`src/rtl/mesh_step_sequencer_if.sv`:
```
// Host/router/boundary signal bundle for the mesh step sequencer.
interface mesh_step_sequencer_if #(
  parameter int unsigned PKT_WIDTH = 4,
  parameter int unsigned NUM_CH    = 4
);
  logic                        run;
  logic                        host_wr;
  logic [PKT_WIDTH-1:0]        host_pkt;
  logic                        host_full;
  logic [PKT_WIDTH-1:0]        spike_packet;
  logic                        write_req;
  logic                        receive_full;
  logic [NUM_CH*PKT_WIDTH-1:0] packet_in;
  logic [NUM_CH-1:0]           write_enable;
  logic                        start;
  logic [15:0]                 step_idx;
  logic [15:0]                 rx_count;
  logic [15:0]                 rx_last;
  logic [PKT_WIDTH-1:0]        signature;
  logic                        result_output;
  logic                        busy;
  logic                        done;

  modport slave (
    input  run, host_wr, host_pkt, receive_full, packet_in, write_enable,
    output host_full, spike_packet, write_req, start, step_idx, rx_count,
           rx_last, signature, result_output, busy, done
  );

  modport master (
    output run, host_wr, host_pkt, receive_full, packet_in, write_enable,
    input  host_full, spike_packet, write_req, start, step_idx, rx_count,
           rx_last, signature, result_output, busy, done
  );
endinterface

```
`src/rtl/mesh_step_sequencer.sv`:
```
// Time-step sequencer with windowed spike injection FIFO and per-step receive
// counting/XOR signature for the neuromorphic mesh boundary router.
module mesh_step_sequencer #(
  parameter int unsigned STEP_NUMBER = 32,
  parameter int unsigned STEP_CYCLE  = 64,
  parameter int unsigned INJ_WINDOW  = 16,
  parameter int unsigned PKT_WIDTH   = 4,
  parameter int unsigned NUM_CH      = 4,
  parameter int unsigned FIFO_DEPTH  = 8
) (
  input logic                  rt_clk,
  input logic                  rt_reset,
  mesh_step_sequencer_if.slave bus
);

  localparam int unsigned CNT_W  = $clog2(STEP_CYCLE);
  localparam int unsigned PTR_W  = $clog2(FIFO_DEPTH);
  localparam int unsigned FCNT_W = PTR_W + 1;
  localparam int unsigned PC_W   = $clog2(NUM_CH + 1);

  typedef enum logic [1:0] {IDLE, RUN, DONE} state_t;

  state_t               state;
  logic [CNT_W-1:0]     cycle_cnt;
  logic [15:0]          step_idx;
  logic [15:0]          rx_count;
  logic [15:0]          rx_last;
  logic [PKT_WIDTH-1:0] signature;
  logic                 result_output;
  logic                 start;
  logic                 busy;
  logic                 done;

  logic [PKT_WIDTH-1:0] mem [FIFO_DEPTH];
  logic [PTR_W-1:0]     wr_ptr;
  logic [PTR_W-1:0]     rd_ptr;
  logic [FCNT_W-1:0]    fifo_cnt;
  logic [FCNT_W-1:0]    fifo_cnt_next;
  logic                 host_full;

  logic                 empty_c;
  logic                 in_window_c;
  logic                 write_req_c;
  logic                 push_c;
  logic                 step_end_c;
  logic                 last_step_c;

  logic [PC_W-1:0]      rx_pop_c;
  logic [PKT_WIDTH-1:0] rx_xor_c;
  logic [16:0]          rx_sum_c;
  logic [15:0]          rx_next_c;
  logic [PKT_WIDTH-1:0] sig_next_c;

  assign empty_c     = (fifo_cnt == '0);
  assign in_window_c = (32'(cycle_cnt) < INJ_WINDOW);
  assign write_req_c = (state == RUN) && in_window_c && !empty_c && !bus.receive_full;
  assign push_c      = bus.host_wr && !host_full;
  assign step_end_c  = (cycle_cnt == CNT_W'(STEP_CYCLE - 1));
  assign last_step_c = (step_idx == 16'(STEP_NUMBER - 1));

  // Popcount and XOR of this cycle's valid boundary packets
  always_comb begin
    rx_pop_c = '0;
    rx_xor_c = '0;
    for (int unsigned i = 0; i < NUM_CH; i++) begin
      if (bus.write_enable[i]) begin
        rx_pop_c = rx_pop_c + PC_W'(1);
        rx_xor_c = rx_xor_c ^ bus.packet_in[i*PKT_WIDTH +: PKT_WIDTH];
      end
    end
  end

  // A start cycle restarts the per-step count; otherwise saturate at 0xFFFF
  always_comb begin
    rx_sum_c   = 17'(rx_count) + 17'(rx_pop_c);
    sig_next_c = signature ^ rx_xor_c;
    if (start) begin
      rx_next_c = 16'(rx_pop_c);
    end else if (rx_sum_c[16]) begin
      rx_next_c = 16'hFFFF;
    end else begin
      rx_next_c = rx_sum_c[15:0];
    end
  end

  // Step sequencing FSM with registered status outputs
  always_ff @(posedge rt_clk or posedge rt_reset) begin
    if (rt_reset) begin
      state         <= IDLE;
      cycle_cnt     <= '0;
      step_idx      <= '0;
      rx_count      <= '0;
      rx_last       <= '0;
      signature     <= '0;
      result_output <= 1'b0;
      start         <= 1'b0;
      busy          <= 1'b0;
      done          <= 1'b0;
    end else begin
      start <= 1'b0;
      case (state)
        IDLE: begin
          if (bus.run) begin
            state         <= RUN;
            cycle_cnt     <= '0;
            step_idx      <= '0;
            rx_count      <= '0;
            signature     <= '0;
            result_output <= 1'b0;
            start         <= 1'b1;
            busy          <= 1'b1;
          end
        end
        RUN: begin
          signature     <= sig_next_c;
          result_output <= ^sig_next_c;
          rx_count      <= rx_next_c;
          if (!bus.run) begin
            state <= IDLE;
            busy  <= 1'b0;
          end else if (step_end_c) begin
            rx_last <= rx_next_c;
            if (last_step_c) begin
              state <= DONE;
              busy  <= 1'b0;
              done  <= 1'b1;
            end else begin
              step_idx  <= step_idx + 16'd1;
              cycle_cnt <= '0;
              start     <= 1'b1;
            end
          end else begin
            cycle_cnt <= cycle_cnt + CNT_W'(1);
          end
        end
        DONE: begin
          if (!bus.run) begin
            state <= IDLE;
            done  <= 1'b0;
          end
        end
        default: state <= IDLE;
      endcase
    end
  end

  // Push while full is dropped regardless of a same-cycle pop
  always_comb begin
    fifo_cnt_next = fifo_cnt;
    if (push_c && !write_req_c) begin
      fifo_cnt_next = fifo_cnt + FCNT_W'(1);
    end else if (!push_c && write_req_c) begin
      fifo_cnt_next = fifo_cnt - FCNT_W'(1);
    end
  end

  always_ff @(posedge rt_clk or posedge rt_reset) begin
    if (rt_reset) begin
      wr_ptr    <= '0;
      rd_ptr    <= '0;
      fifo_cnt  <= '0;
      host_full <= 1'b0;
    end else begin
      if (push_c) begin
        wr_ptr <= wr_ptr + PTR_W'(1);
      end
      if (write_req_c) begin
        rd_ptr <= rd_ptr + PTR_W'(1);
      end
      fifo_cnt  <= fifo_cnt_next;
      host_full <= (fifo_cnt_next == FCNT_W'(FIFO_DEPTH));
    end
  end

  // Storage needs no reset; the pointers define what is valid
  always_ff @(posedge rt_clk) begin
    if (push_c) begin
      mem[wr_ptr] <= bus.host_pkt;
    end
  end

  assign bus.host_full     = host_full;
  assign bus.spike_packet  = mem[rd_ptr];
  assign bus.write_req     = write_req_c;
  assign bus.start         = start;
  assign bus.step_idx      = step_idx;
  assign bus.rx_count      = rx_count;
  assign bus.rx_last       = rx_last;
  assign bus.signature     = signature;
  assign bus.result_output = result_output;
  assign bus.busy          = busy;
  assign bus.done          = done;

endmodule

```
`src/flat_wrapper.sv`:
```
// flat-port wrapper written by rule: the top's interface ports become plain ports
module mesh_step_sequencer_flat 
#(
  parameter int unsigned STEP_NUMBER = 32,
  parameter int unsigned STEP_CYCLE  = 64,
  parameter int unsigned INJ_WINDOW  = 16,
  parameter int unsigned PKT_WIDTH   = 4,
  parameter int unsigned NUM_CH      = 4,
  parameter int unsigned FIFO_DEPTH  = 8
)
  (rt_clk, rt_reset, bus_run, bus_host_wr, bus_host_pkt, bus_receive_full, bus_packet_in, bus_write_enable, bus_host_full, bus_spike_packet, bus_write_req, bus_start, bus_step_idx, bus_rx_count, bus_rx_last, bus_signature, bus_result_output, bus_busy, bus_done);
  mesh_step_sequencer_if #(.PKT_WIDTH(PKT_WIDTH), .NUM_CH(NUM_CH)) bus_i ();
  input logic rt_clk;
  input logic rt_reset;
  input wire logic [$bits(bus_i.run)-1:0] bus_run;
  input wire logic [$bits(bus_i.host_wr)-1:0] bus_host_wr;
  input wire logic [$bits(bus_i.host_pkt)-1:0] bus_host_pkt;
  input wire logic [$bits(bus_i.receive_full)-1:0] bus_receive_full;
  input wire logic [$bits(bus_i.packet_in)-1:0] bus_packet_in;
  input wire logic [$bits(bus_i.write_enable)-1:0] bus_write_enable;
  output wire logic [$bits(bus_i.host_full)-1:0] bus_host_full;
  output wire logic [$bits(bus_i.spike_packet)-1:0] bus_spike_packet;
  output wire logic [$bits(bus_i.write_req)-1:0] bus_write_req;
  output wire logic [$bits(bus_i.start)-1:0] bus_start;
  output wire logic [$bits(bus_i.step_idx)-1:0] bus_step_idx;
  output wire logic [$bits(bus_i.rx_count)-1:0] bus_rx_count;
  output wire logic [$bits(bus_i.rx_last)-1:0] bus_rx_last;
  output wire logic [$bits(bus_i.signature)-1:0] bus_signature;
  output wire logic [$bits(bus_i.result_output)-1:0] bus_result_output;
  output wire logic [$bits(bus_i.busy)-1:0] bus_busy;
  output wire logic [$bits(bus_i.done)-1:0] bus_done;
  assign bus_i.run = bus_run;
  assign bus_i.host_wr = bus_host_wr;
  assign bus_i.host_pkt = bus_host_pkt;
  assign bus_i.receive_full = bus_receive_full;
  assign bus_i.packet_in = bus_packet_in;
  assign bus_i.write_enable = bus_write_enable;
  assign bus_host_full = bus_i.host_full;
  assign bus_spike_packet = bus_i.spike_packet;
  assign bus_write_req = bus_i.write_req;
  assign bus_start = bus_i.start;
  assign bus_step_idx = bus_i.step_idx;
  assign bus_rx_count = bus_i.rx_count;
  assign bus_rx_last = bus_i.rx_last;
  assign bus_signature = bus_i.signature;
  assign bus_result_output = bus_i.result_output;
  assign bus_busy = bus_i.busy;
  assign bus_done = bus_i.done;
  mesh_step_sequencer #(.STEP_NUMBER(STEP_NUMBER), .STEP_CYCLE(STEP_CYCLE), .INJ_WINDOW(INJ_WINDOW), .PKT_WIDTH(PKT_WIDTH), .NUM_CH(NUM_CH), .FIFO_DEPTH(FIFO_DEPTH)) u_core (.rt_clk(rt_clk), .rt_reset(rt_reset), .bus(bus_i));
endmodule
```
`config.mk`:
```
export PLATFORM = sky130hd
export DESIGN_NAME = mesh_step_sequencer_flat
export DESIGN_NICKNAME = d
export VERILOG_FILES = /design/src/rtl/mesh_step_sequencer_if.sv /design/src/rtl/mesh_step_sequencer.sv /design/src/flat_wrapper.sv
export SDC_FILE = /design/constraint.sdc
export NUM_CORES = 1
export LEC_CHECK = 0
export BUFFER_PORTS_ARGS = -buffer_cell sky130_fd_sc_hd__buf_4
export CORE_MARGIN = 2
export CORE_UTILIZATION = 45
export CTS_CLUSTER_SIZE = 10
export DETAILED_ROUTE_END_ITERATION = 6
export PLACE_DENSITY = 0.66
export SKIP_LAST_GASP = 1
export SLEW_MARGIN = 10
export SYNTH_ARGS = -nofsm -noshare
export SYNTH_HDL_FRONTEND = slang
export SYNTH_SLANG_ARGS = --single-unit
```
`constraint.sdc`:
```
create_clock -name rt_clk -period 3 [get_ports rt_clk]
set_input_delay 0.45 -clock rt_clk [delete_from_list [all_inputs] [get_ports rt_clk]]
set_output_delay 0.45 -clock rt_clk [all_outputs]
set_load 0.005 [all_outputs]
```
**Yosys cells after proc, flatten, opt, wreduce, memory -nomap -nowiden**

Memories as Yosys holds them, arrays and structs flattened.
Index checks and enable logic that the tools add are counted.

- Flip-flop bits (word level): 75
- Memory bits (writable): 32
- Input bits: 29
- Word-level logic and storage cells: 117
- Memories: 1

- Add/sub/neg operators: 10
- Magnitude comparators: 1
- Eq/ne operators: 14
- Muxes and demuxes: 50
- Bitwise logic cells: 4
- Reduce and logical (&&, ||, !) cells: 23

Memory list:

| memory | depth | bits a word | read ports | clocked after Yosys merged registers in | write ports | RTL line | text |
|---|---|---|---|---|---|---|---|
| u_core.mem | 8 | 4 | 1 | 0 | 1 | mesh_step_sequencer.sv:34 | `logic [PKT_WIDTH-1:0] mem [FIFO_DEPTH];` |

Operator list:

| operator | count |
|---|---|
| $mux 16 | 6 |
| $pmux 16 s2 | 2 |
| $mux 4 | 7 |
| $mux 6 | 4 |
| $add 16x3->17 | 1 |
| $add 16x1->16 const B | 1 |
| $eq 16x5->1 const B | 1 |
| $mux 1 | 16 |
| $xor 4x4->4 | 4 |
| $add 3x1->3 const B | 5 |
| $pmux 6 s2 | 1 |
| $reduce_and 4->1 | 3 |
| $mux 2 | 5 |
| $reduce_and 5->1 | 2 |
| $mux 3 | 3 |
| $ne 2x2->1 const B | 4 |
| $pmux 1 s2 | 4 |
| $pmux 4 s2 | 1 |
| $add 6x1->6 const B | 1 |
| $eq 6x6->1 const B | 1 |
| $logic_and 1x1->1 | 6 |
| $lt 6x5->1 const B | 1 |
| $ne 3x2->1 const B | 2 |
| $pmux 2 s3 | 1 |
| 14 further kinds | 20 |

**Longest topological paths before layout**

Gate-level depths: netlist of run 1.

- Depth in word-level cells: 11
- Depth in mapped cells: 13

**Worst setup path after synthesis of run 1**

No wires, ideal clock.

- Kind: input to register
- Start: input bus_write_enable[0]
- End: register u_core.rx_last[5] (netlist: u_core.bus.rx_last[5])
- Library setup time: 0.095 ns
- Arrival: 2.999 ns
- Setup slack: -0.094 ns
- Cell stages on the path: 13
- Buffers on the path: 0
- Path through: inv_1 -> ha_1 -> xor2_1 -> ha_1 -> mux2i_1 -> inv_1 -> ha_1 -> a21o_1 -> a21oi_1 -> or2_2 -> nand2_1 -> nor3b_1 -> o31ai_1

- Longest elaborated chain between the ends: 10

Ends and longest elaborated chain:

| element | RTL line | text |
|---|---|---|
| start, declared | flat_wrapper.sv:20 | `input wire logic [$bits(bus_i.write_enable)-1:0] bus_write_enable;` |
| $mux 1 (*) | mesh_step_sequencer.sv:66 | `if (bus.write_enable[i]) begin` |
| $add 3x1->3 | mesh_step_sequencer.sv:67 | `rx_pop_c = rx_pop_c + PC_W'(1);` |
| $mux 3 (*) | mesh_step_sequencer.sv:66 |  |
| $add 3x1->3 | mesh_step_sequencer.sv:67 |  |
| $mux 3 (*) | mesh_step_sequencer.sv:66 |  |
| $add 3x1->3 | mesh_step_sequencer.sv:67 |  |
| $mux 3 (*) | mesh_step_sequencer.sv:66 |  |
| $add 16x3->17 (*) | mesh_step_sequencer.sv:75 | `rx_sum_c = 17'(rx_count) + 17'(rx_pop_c);` |
| $mux 16 (*) | mesh_step_sequencer.sv:79 | `end else if (rx_sum_c[16]) begin` |
| $mux 16 (*) | mesh_step_sequencer.sv:77 | `if (start) begin` |
| end signal, assigned | mesh_step_sequencer.sv:122 | `rx_last <= rx_next_c;` |
| end, declared | mesh_step_sequencer.sv:27 | `logic [15:0] rx_last;` |

Every way passes the cells marked *; elsewhere a longest branch is shown, timed or not.
A chain may end at the register's enable or synchronous reset.

**Worst setup path in the final report of run 1**

- Start: input bus_write_enable[0]
- End: register u_core.rx_last[2] (netlist: u_core.bus.rx_last[2])

- Longest elaborated chain between the ends: 10

Ends and longest elaborated chain:

| element | RTL line |
|---|---|
| $mux 1 (*) | mesh_step_sequencer.sv:66 |
| $add 3x1->3 | mesh_step_sequencer.sv:67 |
| $mux 3 (*) | mesh_step_sequencer.sv:66 |
| $add 3x1->3 | mesh_step_sequencer.sv:67 |
| $mux 3 (*) | mesh_step_sequencer.sv:66 |
| $add 3x1->3 | mesh_step_sequencer.sv:67 |
| $mux 3 (*) | mesh_step_sequencer.sv:66 |
| $add 16x3->17 | mesh_step_sequencer.sv:75 |
| $mux 16 | mesh_step_sequencer.sv:79 |
| $mux 16 (*) | mesh_step_sequencer.sv:77 |

Marks and branches as above.

==> results_dict.tcl, run 1 <==
set metrics [dict create \
    p_comb_share_pct 27.3 \
    grt_pass1_vias 4236 \
    cp.arrival_ns 3.14 \
    cts_max_path_buffers 2 \
    grt_max_degree 33 \
    drc 0 \
    yosysTopAreaCell "dfrtp_1" \
    maxSlewViolCount 0 \
    p_clk_share_pct 28.3 \
    gp_congestion 0.808 \
    final_nets 669 \
    fillers 1055 \
    die_h_um 115 \
    grt_pass1_wl_um 20800 \
    power_density_nw_per_um2 641 \
    syn-instance-count 523 \
    pin_count 91 \
    period_share_pct 94.7 \
    ys_seq_area_share_pct 51.6 \
    rows 40 \
    period_minus_slack_ns 2.84 \
    crit_fanout 5 \
    path_class "input port to flop" \
    worst_slew_pin_slew_ns 0.806 \
    cts_root_buffer "clkbuf_16" \
    place_ws_ns -0.235 \
    start_kind "input port" \
    fmax_mhz 352 \
    die-area_um2 13100 \
    dr_total_vias 4236 \
    synth_area_um2 5500 \
    via_per_inst 5.44 \
    final_layout_size_suffix_gt1_share_pct 26.0 \
    antenna_found_initial 0 \
    htree_levels 3 \
    dpl.hpwl_um 9100 \
    synth.top_cells.by_count "77 x nand2_1, 75 x dfrtp_1, 54 x o21ai_0, 38 x nor2_1, 32 x edfxtp_1" \
    p_sw_share_pct 30.4 \
    dr.pass1.iters 4 \
    skew_ns 0.00732 \
    rsz0062_at_grt "false" \
    ant_nets 0 \
    p_leak_nw 2.99 \
    n_antenna_cell 0 \
    cts_tree "yes" \
    slew_headroom_pct 45.9 \
    io_buffers 90 \
    syn_area_per_cell_um2 10.5 \
    yosysUniqueCellTypes 64 \
    wl_per_cell_um 16.1 \
    synth_ff_type "dfrtp_1" \
    outcome "finished clean" \
    min_path_type "input port to asynchronous set/reset pin" \
    core_um2 12000 \
    yosys.area.top_type_share_pct 34.1 \
    fp.dieW_um 115 \
    syn-num-nets 566 \
    first_iter_violations 265 \
    cts_made_buffers 9 \
    worst_slack_ns 0.160 \
    max-vdd-ir-drop_mv 0.258 \
    async_reset_ff_share_pct 70.1 \
    synth_edf_count 32 \
    hold_viol 0 \
    setup_viol 0 \
    syn2layout_area_growth_pct 23.5 \
    ys_seq_elements 107 \
    drv_cap 0 \
    grt_use_total_pct 20.0 \
    instances_no_fill 778 \
    clkTransAtPathRegs_ns 0.07 \
    rrSetupSlack_ns 0.65 \
    routed_wl_um 12500 \
    power_frac_seq_pct 44.4 \
    switching_power_mw 1.32 \
    intPower_mw 3.03 \
    end_kind "flop" \
    gr-total-overflow 0 \
    clk_latency_ns 0.36 \
    synth.most_common_cell "nand2_1" \
    cts_setup_buffers 0 \
    cts.sinks 107 \
    initial_core_util_pct 46.0 \
    worstPathRequired_ns 3.30 \
    synthTopCellsByArea "dfrtp_1 34%, edfxtp_1 17%, nand2_1 5.3%, o21ai_0 4.9%, xnor2_1 4.8%" \
    yosysWarnings 0 \
    place_inst 762 \
]
## sequential cells by signal (all words and copies together), names as in the netlist
register and count:
u_core.bus.step_idx 16, u_core.bus.result_output 1, u_core.bus.busy 1, u_core.cycle_cnt 6, u_core.state 2, u_core.bus.host_full 1
u_core.bus.start 1, u_core.fifo_cnt 4, u_core.wr_ptr 3, u_core.bus.done 1, u_core.bus.rx_count 16, u_core.bus.signature 4
u_core.mem 32, u_core.rd_ptr 3, u_core.bus.rx_last 16
## layer usage
layer	vias to the layer above	GRT usage (%)	routed length, µm
li1	2062	-	-
met1	2090	26.3	5760
met2	70	33.4	6190
met3	14	3.71	417
met4	0	6.99	184
met5	-	0	0
## power groups by stage
stage	registers [mW]	logic, mW	clock network (mW)
4_1_cts	1.94	1.20	1.27
2_1_floorplan	1.86	0.854	0
3_5_place_dp	1.96	1.19	0
3_3_place_gp	1.95	1.14	0
6_report	1.93	1.19	1.23
5_1_grt	1.97	1.32	1.32
## path summary, 6_finish.rpt
kind	startpoint	to	depth (start not counted)
setup reg to reg	u_core.cycle_cnt[0]	u_core.bus.step_idx[9]	7
hold reg to reg	u_core.bus.rx_last[5]	u_core.bus.rx_last[5]	2
max in group asynchronous	rt_reset	u_core.bus.rx_count[12]	3
setup / recovery	bus_write_enable[0]	u_core.bus.rx_last[2]	13
min in group rt_clk	bus_host_pkt[2]	u_core.mem[5][2]	1
hold / removal	rt_reset	u_core.bus.rx_last[11]	2
## cell families (layout without fill, tap and decap cells)
family                     Yosys count  count (layout)  share of synthesized area [%]
DFF                                107             107                           51.6
AOI/OAI and AO/OA                   98              98                           10.8
buffers and inverters               38             146                           3.14
muxes                               19              19                           5.41
and+or+nand+nor                    198             198                           17.7
adders and majority gates           15              15                           3.50
xor gates and xnor gates            48              48                           7.89
## cell usage in the layout (no fill, tap or decap), types with 3 or more instances in the layout
cell type	count
mux2i_1	5
nor4_1	4
a21o_1	3
inv_6	3
nand2b_1	4
xor2_1	16
buf_4	110
nor3_1	14
mux2_2	6
mux4_2	8
nand4_1	6
nor2_1	37
dfrtp_1	75
o21ai_0	53
ha_1	13
nand2_1	77
nor2b_1	3
o211ai_1	4
edfxtp_1	32
xnor2_1	30
nand3_1	20
inv_1	16
clkbuf_16	9
or3_1	5
a22o_1	7
a21oi_1	11
## what timing repair did
item                       in CTS  in global routing
setup endpoints to repair       0                 13
hold buffers                    0                  0
gates resized for setup         0                  7
## worst max-delay path, cell delays in order
cell,delay [ns]
buf_4,0.09
inv_1,0.04
ha_1,0.33
xor2_2,0.17
ha_1,0.28
mux2i_1,0.09
buf_4,0.15
fa_1,0.42
nor2b_1,0.16
o21bai_1,0.12
or3_1,0.46
a31oi_2,0.21
mux2_2,0.17
## per-stage QoR
stage,util [%],area [µm²],hold WS (ns),TNS (ns),power [mW]
global route,56.8,6790,0.284,0,4.61
finish,56.8,6790,0.213,0,4.35
global placement,53.8,6440,0.460,-1.64,3.10
detailed placement,53.8,6440,0.472,-3.30,3.16
CTS,56.4,6750,0.232,0,4.40
floorplan,-,5510,0.462,0,2.72
## final cells by class
| class | instances | area [µm²] | area share (%) |
|---|---|---|---|
| well taps | 147 | 184 | 2.71 |
| clock inverters | 6 | 83.8 | 1.23 |
| inverters | 19 | 76.3 | 1.12 |
| clock buffers | 10 | 229 | 3.37 |
| flip-flops and latches | 107 | 2840 | 41.8 |
| repair buffers | 111 | 846 | 12.5 |
| multi-input cells | 378 | 2540 | 37.3 |
Note: power is estimated with default switching activity, not from simulation.
==> run 2, diff against run 1 <==
--- a/config.mk
+++ b/config.mk
@@ -11,6 +11,7 @@
 export CTS_CLUSTER_SIZE = 10
 export DETAILED_ROUTE_END_ITERATION = 6
 export PLACE_DENSITY = 0.66
+export RECOVER_POWER = 100
 export SKIP_LAST_GASP = 1
 export SLEW_MARGIN = 10
 export SYNTH_ARGS = -nofsm -noshare
==> results_dict.tcl, run 2 (synthesis gave the netlist of run 1 again) <==
set metrics [dict create \
    outcome "finished clean" \
    hold_viol 0 \
    antenna_found_initial 0 \
    period_minus_slack_ns 2.84 \
    drv_cap 0 \
    max-vdd-ir-drop_mv 0.258 \
    pin_count 91 \
    min_path_type "input port to flop" \
    p_sw_share_pct 30.6 \
    use_met1_pct 26.3 \
    hold_depth 3 \
    p_leak_nw 2.91 \
    final_layout_size_suffix_gt1_share_pct 23.1 \
    worst_slack_ns 0.164 \
    htree_levels 3 \
    worst_slew_pin_slew_ns 1.42 \
    clkTransAtPathRegs_ns 0.07 \
    io_buffers 90 \
    final.setup.tns_ns 0 \
    die-area_um2 13100 \
    setup_viol 0 \
    period_share_pct 94.5 \
    first_iter_violations 239 \
    min_to "u_core.bus.done" \
    r2r_end "u_core.bus.step_idx[9]" \
    gp_congestion 0.808 \
    grtUsageMet3_pct 3.71 \
    cts_root_buffer "clkbuf_16" \
    cts_max_path_buffers 2 \
    grt_max_degree 33 \
    initial_core_util_pct 46.0 \
    switching_power_mw 1.32 \
    largest_reg_flops 32 \
    rsz0062_at_grt "false" \
    reg2regPathDepth 6 \
    slew_headroom_pct 5.58 \
    ant_nets 0 \
    core_um2 12000 \
    p_comb_share_pct 26.6 \
    path_delay_family "adder cells" \
    fillers 1070 \
    largest_register "u_core.mem" \
    final_nets 669 \
    rrSetupSlack_ns 0.23 \
    cpMostUsedCell "ha_1" \
    die_h_um 115 \
    via_per_inst 5.50 \
    wl_per_cell_um 16.1 \
    rows 40 \
    drc 0 \
    syn2layout_area_growth_pct 22.0 \
    dr.pass1.iters 5 \
    path_buf_inv 3 \
    path_class "input port to flop" \
    finalPower_mw 4.30 \
    hold_start "bus_run" \
    routed_wl_um 12600 \
    layout_common_cells "78 x nand2_1, 75 x dfrtp_1, 61 x clkbuf_4" \
    placed_cell_area_um2 6440 \
    cts.sinks 107 \
    dr_total_vias 4281 \
    crit_path_max_incr_delay_ns 0.45 \
    hold_slack_ns 0.393 \
    use_met2_pct 33.4 \
    clk_latency_ns 0.36 \
    intPower_mw 2.99 \
    place_ws_ns -0.235 \
    dpl.hpwl_um 9100 \
    cp.arrival_ns 3.13 \
    fp.dieW_um 115 \
    maxSlewViolCount 0 \
    n_antenna_cell 0 \
    r2r_start "u_core.bus.step_idx[7]" \
    worstPathRequired_ns 3.30 \
    busiest_layer "met2" \
    path_cells "buf_4 -> inv_1 -> ha_1 -> xor2_2 -> ha_1 -> mux2i_1 -> clkbuf_4 -> fa_1 -> nor2b_1 -> o21bai_1 -> or3_1 -> a31oi_2 -> mux2_2" \
    p_clk_share_pct 28.6 \
    cts_setup_buffers 0 \
    cts_made_buffers 9 \
    fmax_mhz 353 \
    power_frac_seq_pct 44.8 \
    crit_fanout 5 \
    power_density_nw_per_um2 641 \
    cts_tree "yes" \
    design_area_um2 6710 \
    grt_pass1_vias 4236 \
    layout_commonest_cell "nand2_1" \
    gr-total-overflow 0 \
    grt_pass1_wl_um 20800 \
    skew_ns 0.00660 \
    end_kind "flop" \
    start_kind "input port" \
    grt_use_total_pct 20.0 \
    crit_path_top_delay_cell "or3_1" \
]
## run 2: power by group through the flow
| stage | Combinational (mW) | Sequential (mW) | Clock (mW) |
|---|---|---|---|
| 6_report | 1.14 | 1.93 | 1.23 |
| 5_1_grt | 1.27 | 1.97 | 1.32 |
| 4_1_cts | 1.20 | 1.94 | 1.27 |
| 3_5_place_dp | 1.19 | 1.96 | 0 |
| 3_3_place_gp | 1.14 | 1.95 | 0 |
| 2_1_floorplan | 0.854 | 1.86 | 0 |
## run 2: routing by layer
layer  part of all wire (%)  vias up
li1                       -     2068
met1                     45     2107
met2                     49       90
met3                    3.6       16
met4                    1.7        0
met5                      0        -
## run 2: final cells by class
class	count	area [µm²]	share of cell area [%]
Sequential cell	107	2840	42.3
Multi-Input combinational cell	378	2510	37.4
Timing Repair Buffer	111	791	11.8
Clock buffer	10	229	3.41
Tap cell	147	184	2.74
Clock inverter	6	83.8	1.25
Inverter	19	76.3	1.14
## run 2: timing repair
item | in CTS | in global routing
resized for setup | 0 | 7
endpoints found under the setup margin | 0 | 13
hold buffers | 0 | 0
endpoints found under the hold margin | 0 | 0
## run 2: how the worst max path moves through the flow
stage / from / end / slack (ns) / depth (start not counted)
global route: bus_write_enable[0] / u_core.bus.rx_last[10] / 0.004 / 15
global placement: bus_write_enable[0] / u_core.bus.rx_count[10] / -0.13 / 15
CTS: bus_write_enable[0] / u_core.bus.rx_count[13] / 0.10 / 16
floorplan: bus_write_enable[0] / u_core.bus.rx_last[5] / 0.08 / 13
finish: bus_write_enable[0] / u_core.bus.rx_last[2] / 0.16 / 13
detailed placement: bus_write_enable[0] / u_core.bus.rx_count[13] / -0.24 / 16
## run 2: tightest hold or removal path: stages
cell     delay, ns
buf_4         0.12
o21ai_0       0.08
nand2_1       0.06
## run 2: per-stage QoR
step | std cells | utilization, %
floorplan | 523 | -
global placement | 762 | 53.8
detailed placement | 762 | 53.8
CTS | 778 | 56.4
global route | 778 | 56.1
finish | 778 | 56.1
==> run 3, diff against run 2 <==
--- a/config.mk
+++ b/config.mk
@@ -8,10 +8,12 @@
 export BUFFER_PORTS_ARGS = -buffer_cell sky130_fd_sc_hd__buf_4
 export CORE_MARGIN = 2
 export CORE_UTILIZATION = 45
+export CTS_CLUSTER_DIAMETER = 80
 export CTS_CLUSTER_SIZE = 10
 export DETAILED_ROUTE_END_ITERATION = 6
 export PLACE_DENSITY = 0.66
 export RECOVER_POWER = 100
+export SETUP_SLACK_MARGIN = 0.4
 export SKIP_LAST_GASP = 1
 export SLEW_MARGIN = 10
 export SYNTH_ARGS = -nofsm -noshare
==> results_dict.tcl, run 3 (synthesis gave the netlist of run 1 again) <==
set metrics [dict create \
    gp_congestion 0.873 \
    initial_core_util_pct 46.0 \
    dr_total_vias 4274 \
    fp.dieW_um 115 \
    first_iter_violations 250 \
    p_leak_nw 2.97 \
    maxSlewViolCount 0 \
    placed_cell_area_um2 6500 \
    cts_max_path_buffers 2 \
    rrSetupSlack_ns 0.42 \
    ctsHoldBuffers 0 \
    layout_common_cells "77 x nand2_1, 75 x dfrtp_1, 56 x clkbuf_4" \
    crit_path_top_delay_cell "or3_4" \
    pin_count 91 \
    cts_tree "yes" \
    gr-total-overflow 0 \
    power_density_nw_per_um2 630 \
    final_layout_size_suffix_gt1_share_pct 27.7 \
    dpl.hpwl_um 8920 \
    finalPower_mw 4.39 \
    worst_slew_pin_slew_ns 1.17 \
    largest_reg_flops 32 \
    rows 40 \
    p_comb_share_pct 29.0 \
    dr.pass1.iters 5 \
    min_path_type "input port to asynchronous set/reset pin" \
    r2r_end "u_core.bus.step_idx[2]" \
    cts.sinks 107 \
    p_clk_share_pct 27.0 \
    rsz0062_at_grt "true" \
    crit_path_max_incr_delay_ns 0.45 \
    path_class "input port to flop" \
    path_depth 13 \
    cts_root_buffer "clkbuf_16" \
    place_ws_ns -0.0956 \
    cts_made_buffers 9 \
    start_kind "input port" \
    grt_use_total_pct 20.1 \
    drv_cap 0 \
    final.setup.tns_ns 0 \
    design_area_um2 6970 \
    endpoint "u_core.bus.rx_last[2]" \
    path_buf_inv 3 \
    end_kind "flop" \
    htree_levels 3 \
    syn2layout_area_growth_pct 26.8 \
    via_per_inst 5.47 \
    max-vdd-ir-drop_mv 0.357 \
    r2r_start "u_core.bus.step_idx[7]" \
    cp.arrival_ns 3.02 \
    ant_nets 0 \
    intPower_mw 2.99 \
    worst_slack_ns 0.273 \
    setup_viol 0 \
    clk_latency_ns 0.35 \
    hold_viol 0 \
    outcome "finished clean" \
    worstPathRequired_ns 3.30 \
    routed_wl_um 12800 \
    die-area_um2 13100 \
    io_buffers 90 \
    slew_headroom_pct 22.1 \
    fmax_mhz 367 \
    die_h_um 115 \
    path_cells "buf_12 -> inv_8 -> ha_4 -> xor2_4 -> xor2_1 -> ha_1 -> inv_2 -> fa_2 -> nor2b_4 -> o21bai_2 -> or3_4 -> a31oi_4 -> mux2_4" \
    utilization_pct 58.3 \
    path_delay_family "adder cells" \
    layout_commonest_cell "nand2_1" \
    final_nets 673 \
    core_um2 12000 \
    fillers 1025 \
    period_share_pct 90.9 \
    switching_power_mw 1.40 \
    grt_max_degree 47 \
    period_minus_slack_ns 2.73 \
    skew_ns 0.00704 \
    antenna_found_initial 0 \
    largest_register "u_core.mem" \
    grt_pass1_vias 4187 \
    n_antenna_cell 0 \
    crit_path_start "bus_write_enable[1]" \
    drc 0 \
    p_sw_share_pct 31.9 \
    grt_pass1_wl_um 20800 \
    power_frac_seq_pct 44.0 \
    clkTransAtPathRegs_ns 0.08 \
    crit_fanout 5 \
    wl_per_cell_um 16.4 \
    reg2regPathDepth 7 \
]
## run 3: worst min path at each step
stage                     cells past startpoint             startpoint                     end  slack, ns
after detailed placement                      2  u_core.bus.rx_last[8]   u_core.bus.rx_last[8]       0.47
after CTS                                     2               rt_reset        u_core.rd_ptr[2]       0.23
after global routing                          2                bus_run         u_core.state[1]       0.40
final                                         2               rt_reset  u_core.bus.rx_last[12]       0.41
after global placement                        2  u_core.bus.rx_last[1]   u_core.bus.rx_last[1]       0.47
after floorplan                               1    u_core.cycle_cnt[3]     u_core.cycle_cnt[3]       0.46
## run 3: final cells by class
type / count / area [µm²] / share of cell area, %
inverter: 19 / 88.8 / 1.27
multi-input combinational: 378 / 2690 / 38.5
clock inverter: 7 / 78.8 / 1.13
timing repair buffer: 115 / 873 / 12.5
tap: 147 / 184 / 2.64
clock buffer: 9 / 225 / 3.23
sequential: 107 / 2840 / 40.7
## run 3: per-layer routing
metal	wire, µm	part of all wire (%)	global-route usage (%)	vias up
met4	264	2.1	8.37	0
met5	0	0	0	-
met1	5650	44	26.6	2100
met3	452	3.5	2.49	19
li1	-	-	-	2063
met2	6480	50	33.6	92
## run 3: timing repair
action | in CTS | in global routing
resized for setup | 14 | 36
endpoints found under the setup margin | 25 | 35
cloned | 0 | 1
pin swaps | 11 | 15
buffers inserted | 8 | 2
endpoints found under the hold margin | 0 | 0
## run 3: worst register-to-register path, stage by stage (launching register included)
cell and delay, ns:
dfrtp_1 0.44, or4_1 0.55, nor4_1 0.64, a211o_1 0.48, inv_6 0.05, nand2_1 0.09
xor2_1 0.15, nor2_1 0.05
## run 3: power by group through the flow
stage / Combinational, mW / Sequential (mW) / Clock [mW]
final: 1.27 / 1.93 / 1.19
after detailed placement: 1.22 / 1.96 / 0
after global placement: 1.18 / 1.95 / 0
after CTS: 1.28 / 1.93 / 1.21
after global routing: 1.41 / 1.96 / 1.27
after floorplan: 0.900 / 1.86 / 0
## run 3: per-stage QoR
stage | hold slack [ns] | cells
floorplan | 0.462 | 523
finish | 0.406 | 782
global placement | 0.467 | 755
global route | 0.401 | 782
detailed placement | 0.472 | 755
CTS | 0.230 | 779
